===== config.mk =====
export PLATFORM = sky130hd
export DESIGN_NAME = sram_fifo_flat
export DESIGN_NICKNAME = d
export VERILOG_FILES = /design/src/rtl/sram_fifo_if.sv /design/src/rtl/sram_fifo.sv /design/src/flat_wrapper.sv
export SDC_FILE = /design/constraint.sdc
export NUM_CORES = 2
export LEC_CHECK = 0
export ABC_AREA = 1
export BUFFER_PORTS_ARGS = -buffer_cell sky130_fd_sc_hd__buf_2
export CELL_PAD_IN_SITES_DETAIL_PLACEMENT = 1
export CELL_PAD_IN_SITES_GLOBAL_PLACEMENT = 2
export CORE_MARGIN = 5
export CORE_UTILIZATION = 25
export DETAILED_ROUTE_END_ITERATION = 8
export PLACE_DENSITY_LB_ADDON = 0.1
export SLEW_MARGIN = 20
export SYNTH_ARGS = -nofsm -noshare
export SYNTH_HDL_FRONTEND = slang
export SYNTH_SLANG_ARGS = --single-unit

===== constraint.sdc =====
create_clock -name clk -period 5.1 [get_ports clk]
set_input_delay 0 -clock clk [delete_from_list [all_inputs] [get_ports clk]]
set_output_delay 0 -clock clk [all_outputs]
set_load 0.02 [all_outputs]

===== src/rtl/sram_fifo_if.sv =====
// sram_fifo_if: handshake bundle for sram_fifo.
//   master : producer/consumer side (drives flush, enqueue_*, dequeue_ready)
//   slave  : the FIFO (drives full, almost_full, dequeue_valid/value, count)
//   flush         - synchronous clear of all contents
//   enqueue_en    - push enqueue_value this cycle (ignored while full)
//   full          - count == SIZE
//   almost_full   - count >= ALMOST_FULL
//   dequeue_valid - dequeue_value holds the oldest entry
//   dequeue_ready - consumer accepts; pop = valid & ready
//   count         - entries accepted and not yet popped
interface sram_fifo_if #(
  parameter int WIDTH = 32,
  parameter int SIZE  = 64
);
  localparam int ADDR_WIDTH = $clog2(SIZE);

  logic                  flush;
  logic                  enqueue_en;
  logic [WIDTH-1:0]      enqueue_value;
  logic                  full;
  logic                  almost_full;
  logic                  dequeue_valid;
  logic                  dequeue_ready;
  logic [WIDTH-1:0]      dequeue_value;
  logic [ADDR_WIDTH:0]   count;

  modport master (
    output flush, enqueue_en, enqueue_value, dequeue_ready,
    input  full, almost_full, dequeue_valid, dequeue_value, count
  );

  modport slave (
    input  flush, enqueue_en, enqueue_value, dequeue_ready,
    output full, almost_full, dequeue_valid, dequeue_value, count
  );
endinterface


===== src/rtl/sram_fifo.sv =====
// sram_fifo: deep synchronous FIFO built on a 1R1W SRAM with a 1-cycle
// registered read, followed by a 2-entry show-ahead output stage so the
// consumer sees one word per cycle with no bubbles.
// Ports:
//   clk   - clock
//   rst_n - asynchronous active-low reset
//   q     - sram_fifo_if.slave (push side, pop side, flush, status)
// Build option:
//   SRAM_FIFO_BYPASS_EN - when the SRAM holds nothing, a push skips the SRAM
//                         and goes straight into the read-data register,
//                         cutting push-to-valid latency from 2 to 1.
module sram_fifo #(
  parameter int WIDTH       = 32,
  parameter int SIZE        = 64,
  parameter int ADDR_WIDTH  = $clog2(SIZE),
  parameter int ALMOST_FULL = SIZE - 4
) (
  input  logic        clk,
  input  logic        rst_n,
  sram_fifo_if.slave  q
);

  localparam int              CW     = ADDR_WIDTH + 1;
  localparam logic [CW-1:0]   SIZE_C = CW'(SIZE);
  localparam logic [CW-1:0]   AF_C   = CW'(ALMOST_FULL);

  // SRAM array (read-during-write to one address is undefined; never used)
  logic [WIDTH-1:0]      mem [SIZE];

  logic [ADDR_WIDTH-1:0] head_p0, tail_p0;
  logic [CW-1:0]         sram_cnt_p0;   // committed entries not yet read
  logic [CW-1:0]         count_p0;
  logic                  full_p0, afull_p0;

  logic                  vld_p1;
  logic [WIDTH-1:0]      rd_data_p1;

  logic [1:0]            out_cnt_p2;
  logic [WIDTH-1:0]      out0_p2, out1_p2;

  logic                  push, pop, room, issue, bypass, wr_en;
  logic [1:0]            out_left;
  logic [CW-1:0]         count_nxt;

  always_comb begin
    push      = q.enqueue_en & ~full_p0;
    pop       = (out_cnt_p2 != 2'd0) & q.dequeue_ready;
    out_left  = out_cnt_p2 - {1'b0, pop};
    // Output stage has room for one more word once this cycle's pop and the
    // word already sitting in the read-data register are accounted for.
    room      = (out_left + {1'b0, vld_p1}) < 2'd2;
    // Entries in the SRAM were written on an earlier edge, and head can only
    // equal tail when the SRAM holds SIZE entries (then no push is accepted),
    // so the read address never collides with the write address.
    issue     = (sram_cnt_p0 != '0) & room & ~q.flush;
`ifdef SRAM_FIFO_BYPASS_EN
    bypass    = push & (sram_cnt_p0 == '0) & room & ~q.flush;
`else
    bypass    = 1'b0;
`endif
    wr_en     = push & ~bypass & ~q.flush;
    count_nxt = count_p0 + CW'(push) - CW'(pop);
  end

  // ---- stage p0 -> p1: SRAM write and read issue ----
  always_ff @(posedge clk) begin
    if (wr_en) mem[tail_p0] <= q.enqueue_value;
    if (issue)       rd_data_p1 <= mem[head_p0];
    else if (bypass) rd_data_p1 <= q.enqueue_value;
  end

  // ---- stage p1 -> p2: output stage load ----
  // The arriving word lands in the first free slot after the pop; on a pop
  // with both slots occupied the skid word shifts forward.
  always_ff @(posedge clk or negedge rst_n) begin
    if (!rst_n)                           out0_p2 <= '0;
    else if (vld_p1 && out_left == 2'd0)  out0_p2 <= rd_data_p1;
    else if (pop && out_cnt_p2 == 2'd2)   out0_p2 <= out1_p2;
  end

  always_ff @(posedge clk) begin
    if (vld_p1 && out_left == 2'd1) out1_p2 <= rd_data_p1;
  end

  always_ff @(posedge clk or negedge rst_n) begin
    if (!rst_n) begin
      head_p0     <= '0;
      tail_p0     <= '0;
      sram_cnt_p0 <= '0;
      count_p0    <= '0;
      full_p0     <= 1'b0;
      afull_p0    <= 1'b0;
      vld_p1      <= 1'b0;
      out_cnt_p2  <= 2'd0;
    end else if (q.flush) begin
      head_p0     <= '0;
      tail_p0     <= '0;
      sram_cnt_p0 <= '0;
      count_p0    <= '0;
      full_p0     <= 1'b0;
      afull_p0    <= 1'b0;
      vld_p1      <= 1'b0;
      out_cnt_p2  <= 2'd0;
    end else begin
      if (wr_en) tail_p0 <= tail_p0 + 1'b1;
      if (issue) head_p0 <= head_p0 + 1'b1;
      sram_cnt_p0 <= sram_cnt_p0 + CW'(wr_en) - CW'(issue);
      count_p0    <= count_nxt;
      full_p0     <= (count_nxt == SIZE_C);
      afull_p0    <= (count_nxt >= AF_C);
      vld_p1      <= issue | bypass;
      out_cnt_p2  <= out_left + {1'b0, vld_p1};
    end
  end

  assign q.full          = full_p0;
  assign q.almost_full   = afull_p0;
  assign q.count         = count_p0;
  assign q.dequeue_valid = (out_cnt_p2 != 2'd0);
  assign q.dequeue_value = out0_p2;

endmodule


===== src/flat_wrapper.sv =====
// flat-port wrapper written by rule: the top's interface ports become plain ports
module sram_fifo_flat 
#(
  parameter int WIDTH       = 32,
  parameter int SIZE        = 64,
  parameter int ADDR_WIDTH  = $clog2(SIZE),
  parameter int ALMOST_FULL = SIZE - 4
)
  (clk, rst_n, q_flush, q_enqueue_en, q_enqueue_value, q_dequeue_ready, q_full, q_almost_full, q_dequeue_valid, q_dequeue_value, q_count);
  sram_fifo_if #(.WIDTH(WIDTH), .SIZE(SIZE)) q_i ();
  input  logic clk;
  input  logic rst_n;
  input wire logic [$bits(q_i.flush)-1:0] q_flush;
  input wire logic [$bits(q_i.enqueue_en)-1:0] q_enqueue_en;
  input wire logic [$bits(q_i.enqueue_value)-1:0] q_enqueue_value;
  input wire logic [$bits(q_i.dequeue_ready)-1:0] q_dequeue_ready;
  output wire logic [$bits(q_i.full)-1:0] q_full;
  output wire logic [$bits(q_i.almost_full)-1:0] q_almost_full;
  output wire logic [$bits(q_i.dequeue_valid)-1:0] q_dequeue_valid;
  output wire logic [$bits(q_i.dequeue_value)-1:0] q_dequeue_value;
  output wire logic [$bits(q_i.count)-1:0] q_count;
  assign q_i.flush = q_flush;
  assign q_i.enqueue_en = q_enqueue_en;
  assign q_i.enqueue_value = q_enqueue_value;
  assign q_i.dequeue_ready = q_dequeue_ready;
  assign q_full = q_i.full;
  assign q_almost_full = q_i.almost_full;
  assign q_dequeue_valid = q_i.dequeue_valid;
  assign q_dequeue_value = q_i.dequeue_value;
  assign q_count = q_i.count;
  sram_fifo #(.WIDTH(WIDTH), .SIZE(SIZE), .ADDR_WIDTH(ADDR_WIDTH), .ALMOST_FULL(ALMOST_FULL)) u_core (.clk(clk), .rst_n(rst_n), .q(q_i));
endmodule

==> summary.txt <==
Yosys
  • Async SR Flop Fraction: 0.0290
  • Synth Area per Inst: 11.7 sq um
  • Synth top area share: 0.723
  • Sequential area share after synthesis: 0.740
  • Yosys Warn Count: 0
  • Netlist cell types: 35
  • Yosys top cell by area: edfxtp_1
  • Seq cells post-synth: 2175
  • EDFF count, synth: 2112
  • Synth Net Count: 7530
  • Top post-synthesis cells by area: edfxtp_1, nand2_1, nand3_1
  • Syn Inst Count: 7473
  • Main synth FF type: edfxtp_1
  • Mapped Area: 87800 sq um

Clock tree
  • Clock latency at the later pin of the worst-skew pair: between 0.8 and 0.9 ns
  • CTS tree: built
  • Root Buffer: clkbuf_16
  • H-tree Lvls: 5
  • CTS Buffer Depth: 4
  • Reg clk slew, reported paths: around 0.060 ns
  • Clk sink count: 2175
  • CTS Buf Count: 272

Final layout
  • Share of cells above drive strength 1: 0.0940
  • FILL cells: 37900
  • P&R area growth vs syn: 17.5%
  • Nets: 7725

Place
  • Setup Slack @ Placement: 1.00 ns
  • Gp weighted congestion: around 0.75
  • PortBufs: roughly 80
  • Detail Placement HPWL: 197 mm

Pwr
  • Pwr/cell area: around 500 nW/um^2
  • Leakage power: about 0.037 uW
  • Worst vdd ir: 0.000350 V
  • Pwr Total: 52000 uW

Floorplan
  • Height of the die: 603 um
  • DIE AREA: 363000 sq um
  • Placement row count: 217
  • Initial Util: 0.251
  • Die width: between 600 and 700 um
  • Core region area: 350000 sq um
  • Io pins: 79

Setup path
  • Critical path cell sequence: inv_16 > buf_12 > buf_12 > nand2_1 > nand3_1 > nand3_1 > nand3_1 > nand3_1 > nand2_1 > nand2_1 > nand2_1
  • CP Capture Type: flop
  • Worst setup startpoint: u_core.head_p0[0]
  • Crit-path leading delay family: simple AND/OR/NAND/NOR gates
  • R2R Path End: u_core.rd_data_p1[9]
  • Data arrival, critical path: ~4.8 ns
  • Setup crit start kind: flop
  • CP Class: reg -> reg
  • Worst EP required: 5.83 ns
  • Buf/Inv on CP: 3
  • Slowest stage delay, CP: 0.74 ns
  • Crit path max fanout: 113
  • FF-to-FF setup slack: 1.06 ns
  • Worst path slowest cell: dfrtp_4
  • FF-to-FF path depth: 11
  • RR Startpoint: u_core.head_p0[0]

Hold path
  • Hold path cells: 2
  • Hold Crit Endpoint: u_core.mem[11][30]
  • Hold Startpoint: q_enqueue_value[30]
  • Hold WC Path Type: in -> reg

Run
  • Max-cap violations: 0

Timing
  • Worst Skew: 0.0420 ns
  • Setup WS post-layout: approximately 1.1 ns
  • Achievable Freq: 248 MHz
  • Fin crit share: 0.791
  • Rel. slew slack: 0.203
  • Final TNS setup: 0 ns
  • Hold_ws: 0.0638 ns
  • Final Hold Fails: 0
  • RSZ-0062 raised after global routing: false
  • Actual slew at the worst max-slew pin: between 1 and 1.5 ns
  • Final Setup Violations: 0
  • Min Clock Period, post-route: around 4.0 ns
  • Fin. max-slew vios: 0

Global route
  • Antenna violations before repair: 29
  • GRT Total Usage: 0.189
  • Largest net degree at the start of global routing: 114
  • Vias in the first global route: between 60000 and 70000
  • Total congestion overflow: 0
  • First-pass GRT wire length: 492 mm

Routing
  • Antenna Violating Nets Remaining: 0
  • DR top layer: met4
  • Met3 Routed Length: 12.8 mm
  • WL met2: 163 mm
  • Routed length per instance: 28.3 um
  • Vias: just under 60000
  • Routed WL: about 350 mm
  • Drt drc: 0
  • Via/cell ratio: 4.66
  • DR pass1 iterations: 5
  • Initial drt markers: slightly above 4000
  • Met1 wire length: 171 mm

Outcome
  • Outcome: finished, final reports clean
## per-stage QoR
stage	instances	instance area, sq um	utilization
after floorplan	7473	87800	-
after global placement	11900	94500	0.270
after detailed placement	11900	94500	0.270
after CTS	12500	103000	0.295
after global routing	12500	103000	0.295
final	12500	103000	0.295
## cell type report
cell class / instances / area, sq um / area share
flip-flops and latches: 2175 / 65000 / 0.630
well taps: 4599 / 5750 / 0.0558
diodes: 9 / 22.5 / 0.000218
multi-input cells: 4767 / 20700 / 0.200
inverters: 96 / 408 / 0.00395
clock buffers: 366 / 7420 / 0.0720
clock inverters: 112 / 732 / 0.00710
repair buffers: 356 / 3130 / 0.0303
## routing by layer
metal / GRT usage / vias up
met1: 0.274 / 30500
li1: - / 26400
met2: 0.307 / 1023
met4: 0.0345 / 0
met3: 0.0219 / 344
met5: 0 / -
## flip-flops by register name, indices dropped and copies added, names as in the netlist
name / cells
u_core.vld_p1: 1
u_core.sram_cnt_p0: 7
u_core.rd_data_p1: 32
u_core.head_p0: 6
u_core.out_cnt_p2: 2
u_core.q.count: 7
u_core.mem: 2048
u_core.tail_p0: 6
u_core.q.full: 1
u_core.out1_p2: 32
u_core.q.almost_full: 1
u_core.q.dequeue_value: 32
## Yosys cell counts, types with 4 or more instances
cell and n:
o211ai_1 29, nand2_1 3039, dfrtp_1 63, buf_1 30, buf_2 284, clkbuf_1 57, inv_2 4, buf_4 56
nand4_1 5, ha_1 18, edfxtp_1 2112, a31oi_1 4, nand3_1 1141, a21oi_1 298, buf_6 8, nor2_1 183
xor2_1 7, o21ai_0 25, inv_1 90
## how the worst max path moves through the flow
stage	end	depth (start not counted)
4_1_cts	u_core.rd_data_p1[13]	11
6_report	u_core.rd_data_p1[9]	11
2_1_floorplan	u_core.sram_cnt_p0[4]	18
3_3_place_gp	u_core.rd_data_p1[13]	11
3_5_place_dp	u_core.rd_data_p1[13]	11
5_1_grt	u_core.rd_data_p1[13]	11
## repair_timing
item,in CTS,in global routing
resized for setup,0,0
endpoints found under the hold margin,1388,0
buffers inserted,0,0
hold buffers,46,0
## cell families (layout without fill, tap and decap cells)
family                     count (synthesis)  after routing  synth area share
buffers and inverters                    531            930            0.0299
xor gates and xnor gates                   9              9          0.000898
adders and majority gates                 20             20           0.00302
AOI/OAI and AO/OA                        361            361            0.0218
and+or+nand+nor                         4377           4377             0.204
DFF                                     2175           2175             0.740
other                                      0              9                 0
## cell usage in the layout (no fill, tap or decap), types with 2 or more instances in the layout
| cell | count |
|---|---|
| a21oi_1 | 298 |
| a21o_1 | 2 |
| xor2_1 | 7 |
| nand4_1 | 5 |
| buf_12 | 41 |
| nand2_1 | 3039 |
| dlygate4sd3_1 | 45 |
| inv_2 | 3 |
| diode_2 | 9 |
| buf_2 | 77 |
| clkinv_2 | 38 |
| inv_1 | 86 |
| clkbuf_1 | 81 |
| nand3b_1 | 2 |
| ha_1 | 18 |
| buf_4 | 192 |
| o21ai_0 | 25 |
| nor2_1 | 117 |
| clkinv_1 | 55 |
| clkinv_8 | 5 |
| dfrtp_2 | 2 |
| clkbuf_16 | 284 |
| a31oi_1 | 4 |
| edfxtp_1 | 2112 |
| inv_6 | 10 |
| o211ai_1 | 29 |
| fa_1 | 2 |
| nand3_1 | 1141 |
| xnor2_1 | 2 |
| dfrtp_1 | 58 |
| dfrtp_4 | 3 |
| nor2_4 | 67 |
| inv_8 | 3 |
| bufinv_16 | 6 |
## power by group
group	leakage (uW)	internal [uW]	switching, uW
sequential	0.0198	20200	646
combinational	0.0134	3120	9760
clock	0.00399	10500	7770
total	0.0372	33800	18200
(Power assumes the default switching activity.)
